<file path="src/rtl/fp_pkg.sv">
// rtl/fp_pkg.sv - shared widths, FSM state type and packing helper for the normalizer
package fp_pkg;

  localparam int EXP_W  = 8;
  localparam int FRAC_W = 23;
  localparam int MANT_W = 24;
  localparam int SUM_W  = 25;
  localparam int FP_W   = 1 + EXP_W + FRAC_W;

  localparam logic [EXP_W-1:0] EXP_MAX = 8'hFF;

  typedef enum logic [1:0] {
    IDLE  = 2'd0,
    SHIFT = 2'd1,
    DONE  = 2'd2
  } state_t;

  function automatic logic [FP_W-1:0] pack_fp(input logic sign,
                                              input logic [EXP_W-1:0] exp,
                                              input logic [FRAC_W-1:0] frac);
    return {sign, exp, frac};
  endfunction

endpackage

</file>
<file path="src/rtl/fp_normalizer.sv">
// rtl/fp_normalizer.sv - post-add normalizer: carry fix-up, iterative one-bit-per-cycle
// left normalization, overflow/underflow flush, truncating single-precision output
module fp_normalizer
  import fp_pkg::*;
(
  input  logic              clk,
  input  logic              rst,
  input  logic              in_valid,
  output logic              in_ready,
  input  logic [SUM_W-1:0]  in_sum,
  input  logic [EXP_W-1:0]  in_exp,
  input  logic              in_sign,
  output logic              out_valid,
  input  logic              out_ready,
  output logic [FP_W-1:0]   out_result,
  output logic              out_overflow,
  output logic              out_underflow
);

  state_t state;
  state_t state_next;

  logic [MANT_W-1:0] mant_r;
  logic [EXP_W-1:0]  exp_r;
  logic              sign_r;

  logic              accept;
  logic              sum_zero;
  logic              sum_carry;
  logic              sum_norm;
  logic              early_uf;
  logic [EXP_W-1:0]  exp_inc;
  logic [MANT_W-1:0] shift_mant;
  logic [EXP_W-1:0]  shift_exp;

  // Input classification and the single-step shift candidate.
  always_comb begin
    accept     = in_valid && in_ready;
    sum_zero   = (in_sum == '0);
    sum_carry  = in_sum[SUM_W-1];
    sum_norm   = (in_sum[SUM_W-1 -: 2] == 2'b01);
    early_uf   = (in_exp <= 8'd1);
    exp_inc    = in_exp + 8'd1;
    shift_mant = {mant_r[MANT_W-2:0], 1'b0};
    shift_exp  = exp_r - 8'd1;
  end

  always_ff @(posedge clk) begin
    if (rst) begin
      state <= IDLE;
    end else begin
      state <= state_next;
    end
  end

  always_comb begin
    state_next = state;
    case (state)
      IDLE: begin
        if (accept) begin
          if (sum_zero || sum_carry || sum_norm || early_uf) begin
            state_next = DONE;
          end else begin
            state_next = SHIFT;
          end
        end
      end
      SHIFT: begin
        if (shift_mant[MANT_W-1] || (shift_exp == 8'd1)) begin
          state_next = DONE;
        end
      end
      DONE: begin
        if (out_ready) begin
          state_next = IDLE;
        end
      end
      default: state_next = IDLE;
    endcase
  end

  always_comb begin
    in_ready  = (state == IDLE) && !rst;
    out_valid = (state == DONE);
  end

  // Working registers and the registered result; the result only changes on an
  // accept or a SHIFT step, so it holds steady while DONE waits on out_ready.
  always_ff @(posedge clk) begin
    if (rst) begin
      mant_r        <= '0;
      exp_r         <= '0;
      sign_r        <= 1'b0;
      out_result    <= '0;
      out_overflow  <= 1'b0;
      out_underflow <= 1'b0;
    end else begin
      case (state)
        IDLE: begin
          if (accept) begin
            sign_r        <= in_sign;
            out_overflow  <= 1'b0;
            out_underflow <= 1'b0;
            if (sum_zero) begin
              // Exact cancellation always yields +0.
              mant_r     <= '0;
              exp_r      <= '0;
              out_result <= '0;
            end else if (sum_carry) begin
              mant_r <= in_sum[SUM_W-1:1];
              exp_r  <= exp_inc;
              if (exp_inc == EXP_MAX) begin
                out_result   <= pack_fp(in_sign, EXP_MAX, '0);
                out_overflow <= 1'b1;
              end else begin
                out_result <= pack_fp(in_sign, exp_inc, in_sum[FRAC_W:1]);
              end
            end else if (sum_norm) begin
              mant_r     <= in_sum[MANT_W-1:0];
              exp_r      <= in_exp;
              out_result <= pack_fp(in_sign, in_exp, in_sum[FRAC_W-1:0]);
            end else if (early_uf) begin
              mant_r        <= in_sum[MANT_W-1:0];
              exp_r         <= in_exp;
              out_result    <= pack_fp(in_sign, '0, '0);
              out_underflow <= 1'b1;
            end else begin
              mant_r <= in_sum[MANT_W-1:0];
              exp_r  <= in_exp;
            end
          end
        end
        SHIFT: begin
          mant_r <= shift_mant;
          exp_r  <= shift_exp;
          if (shift_mant[MANT_W-1]) begin
            out_result <= pack_fp(sign_r, shift_exp, shift_mant[FRAC_W-1:0]);
          end else if (shift_exp == 8'd1) begin
            // Would need a subnormal; flush to signed zero instead.
            out_result    <= pack_fp(sign_r, '0, '0);
            out_underflow <= 1'b1;
          end
        end
        default: begin
        end
      endcase
    end
  end

endmodule

</file>
<file path="config.mk">
export PLATFORM = sky130hd
export DESIGN_NAME = fp_normalizer
export DESIGN_NICKNAME = d
export VERILOG_FILES = /design/src/rtl/fp_pkg.sv /design/src/rtl/fp_normalizer.sv
export SDC_FILE = /design/constraint.sdc
export NUM_CORES = 1
export LEC_CHECK = 0
export CORE_ASPECT_RATIO = 1.4
export CORE_MARGIN = 1.5
export CORE_UTILIZATION = 40
export CTS_CLUSTER_DIAMETER = 50
export CTS_CLUSTER_SIZE = 20
export DETAILED_ROUTE_END_ITERATION = 10
export GPL_TIMING_DRIVEN = 0
export SYNTH_ARGS = -nofsm -noshare
export SYNTH_HDL_FRONTEND = slang
export SYNTH_SLANG_ARGS = --single-unit
</file>
<file path="constraint.sdc">
create_clock -name clk -period 2.9 [get_ports clk]
set_input_delay 0.58 -clock clk [delete_from_list [all_inputs] [get_ports clk]]
set_output_delay 0.58 -clock clk [all_outputs]
set_load 0.1 [all_outputs]
</file>
==> summary.txt <==
STA
  – Slew @ Worst Pin: 971 ps
  – Final Hold Fails: 0
  – Max transition margin: 0.351
  – RSZ-0062 raised after global routing: false
  – Slew Limit Fails: 0
  – Final setup violation count: 0
  – PnR worst setup slack: 148 ps
  – Fin crit period: 2750 ps
  – Max Freq: ~0.36 GHz
  – Final period utilization: 0.949
  – Final setup TNS: 0 ps
  – Clk_skew: 6.47 ps

Min path
  – Worst min-delay path endpoint: sign_r
  – Hold depth: 2
  – Hold Crit Class: flip-flop to flip-flop
  – Hold path startpoint: sign_r

Detailed routing
  – M1 wire length: 6070 microns
  – Routed length on met2: roughly 7300 microns
  – Vias per cell: between 6 and 7
  – Post-route DRC: 0
  – DRC marker count from the first detailed-route iteration: 287
  – ANT nets after route: 0
  – DRT Pass-1 Iters: 6
  – Vias: 4588
  – WL final: 14900 microns
  – WL met3: 762 microns
  – Avg WL per Cell: 20.0 microns
  – DR top layer: met4

Synth
  – Async SR Flop Fraction: 0
  – Count of cell types in the netlist: 65
  – Synth top area share: 0.322
  – Post-synth EDFFs: 0
  – Syn_nets: 567
  – Mapped Area: around 4200 sq um
  – Gate Count Post-Synth: 523
  – Mean post-synth cell area: 8.09 sq um
  – Synth Flop Type: dfxtp_1
  – Seq cells post-synth: 68
  – Number of synthesis warnings: 0
  – Top cells by area, synth: dfxtp_1 (32%), a31oi_1 (7.8%), nand2_1 (7.5%)
  – Sequential fraction of the synthesis area: 0.322
  – Synth area leader: dfxtp_1

Worst setup path
  – Worst r2r path cells: 8
  – Crit path max-delay family: compound AO/OA/AOI/OAI gates
  – RR Startpoint: exp_r[0]
  – Crit-path max FO: 10
  – Worst Setup Path Type: input pin to flip-flop
  – Reg2reg end: out_result[14]
  – Max stage delay on crit path: 680 ps
  – Setup crit start kind: input pin
  – WP data arrival: 3030 ps
  – Slowest cell on crit path: clkdlybuf4s50_1
  – Crit-path cells: clkdlybuf4s50_1 -> ha_1 -> xor2_1 -> nand4_1 -> a21o_1 -> a2111oi_2 -> o221a_1
  – Worst EP required: 3180 ps
  – Crit end category: flip-flop
  – R2R Setup Slk: 230 ps
  – WP buf/inv: 1

Placement
  – RD Place Congestion: 0.908
  – Placed insts: between 700 and 800
  – Dpl cell area: between 5000 and 6000 sq um
  – IO buf count: 70
  – Hpwl dp: around 11000 microns
  – Pre-CTS setup slack: -410 ps

Global routing
  – Antenna violations before repair: 0
  – GRT overflow: 0
  – First-pass GRT wire length: between 20000 and 25000 microns
  – GRT Total Usage: 0.266
  – Vias in the first global route: 4615
  – Largest net degree at the start of global routing: 12

Clocking
  – CTS tree: yes
  – Clock sinks: 68
  – CTS H-tree depth: 3
  – Root buffer cell: clkbuf_16
  – CTS clock-pin slew for the worst setup and hold paths: 60 ps
  – CTS Buf Count: 9
  – Clock Path Buffers: 2
  – Clk_lat worst skew: 330 ps

Floorplan
  – Initial Util: 0.409
  – Site row count: between 40 and 50
  – Die Span Y: between 100 and 150 microns
  – Die area: 11200 sq um
  – Placeable Area: 10300 sq um
  – Die Width: 89.9 microns
  – Boundary pin count: 74

Final layout
  – Finished Layout Cells: 747
  – ANT cells: 0
  – Area Growth Syn to Fin: 28.3%
  – Final Net Count: 648
  – Design area: roughly 5400 sq um
  – Layout cells sized above 1: 0.123

Status
  – Run status: completed

Power
  – Power per cell area: ~600 nW/um^2
  – Final Power: 3.21 mW
  – Max IR drop VDD: around 0.3 mV
  – Leakage: 1.80 nW

Run
  – Max Cap Viol: 0
-- layer usage --
layer | up-vias | GRT usage
met5 | - | 0
met4 | 0 | 0.158
met3 | 49 | 0.0409
met2 | 175 | 0.457
met1 | 2206 | 0.311
li1 | 2158 | -
-- logic make-up after synthesis --
logic type,after synthesis,share of synthesized area
simple gates,182,0.215
buf+inv,64,0.0715
xor+xnor,11,0.0228
fa+ha+maj,6,0.0177
mux,27,0.0715
compound gates,165,0.280
flops,68,0.322
-- cells in the mapped netlist (4+ instances only) --
| library cell | count |
|---|---|
| ha_1 | 6 |
| clkbuf_1 | 32 |
| buf_1 | 5 |
| buf_2 | 8 |
| xnor2_1 | 5 |
| dfxtp_1 | 68 |
| buf_4 | 6 |
| mux2_2 | 22 |
| mux2i_1 | 4 |
| a31oi_1 | 53 |
| a22oi_1 | 5 |
| a21oi_1 | 11 |
| nand4_1 | 5 |
| nor3_1 | 10 |
| xor2_1 | 6 |
| or3_1 | 4 |
| nor2_1 | 13 |
| nand3_1 | 31 |
| a311oi_1 | 26 |
| nor4_1 | 6 |
| a211oi_1 | 5 |
| buf_6 | 4 |
| nand2_1 | 85 |
| o211ai_1 | 22 |
| o21ai_0 | 12 |
| inv_1 | 9 |
| nor2b_1 | 7 |
-- sequential cells by signal, summed over array words and instances, names as in the netlist --
signal and cells:
out_result 32, mant_r 23, exp_r 8, state 2, out_overflow 1, out_underflow 1, sign_r 1
-- worst register-to-register path, stage by stage (launching register included) --
cell	delay, ps
dfxtp_1	450
inv_1	100
ha_1	260
xnor2_1	220
nand4b_1	180
o21ai_2	350
clkbuf_1	560
a31oi_1	170
a311oi_1	280
-- report_power, final --
part	internal, mW	total [mW]	switching, mW
Clock	0.710	1.12	0.411
Sequential	1.02	1.08	0.0614
Combinational	0.321	1.01	0.688
-- metrics by stage --
stage	hold WS (ps)	utilization
5_1_grt	495	0.525
4_1_cts	462	0.524
6_report	456	0.525
3_3_place_gp	451	0.494
2_1_floorplan	434	-
3_5_place_dp	454	0.494
-- area by class of cell --
class | count | area, sq um
multi-input combinational | 391 | 2590
timing repair buffer | 70 | 702
inverter | 9 | 33.8
fill | 1076 | 4920
sequential | 68 | 1360
clock buffer | 12 | 256
clock inverter | 4 | 47.5
tap | 138 | 173
buffer | 55 | 272
-- layout by cell type, fill, tap and decap left out, types with 7 or more instances in the layout --
master	n
inv_1	9
buf_2	8
nand2_1	85
clkbuf_16	9
dfxtp_1	68
nor2b_1	7
clkbuf_1	31
a21oi_1	11
a31oi_1	53
nor2_1	13
mux2_2	22
o21ai_0	11
clkdlybuf4s50_1	69
o211ai_1	22
a311oi_1	26
nor3_1	9
nand3_1	31
-- worst max path at each step --
| stage | startpoint | cells past startpoint | endpoint | slack, ps |
|---|---|---|---|---|
| finish | in_exp[1] | 7 | out_result[23] | 150 |
| global route | in_exp[1] | 8 | out_result[5] | 20 |
| CTS | in_exp[1] | 8 | out_result[0] | 40 |
| detailed placement | rst | 4 | in_ready | -410 |
| global placement | rst | 4 | in_ready | -410 |
| floorplan | rst | 6 | exp_r[4] | 420 |
-- timing repair --
item                                    CTS  global route
hold buffers                              0             0
endpoints found under the hold margin     0             0
resized for setup                         4             6
buffers inserted                          0             0
endpoints found under the setup margin    2             8
No activity file was read; power rests on OpenSTA's default activity.
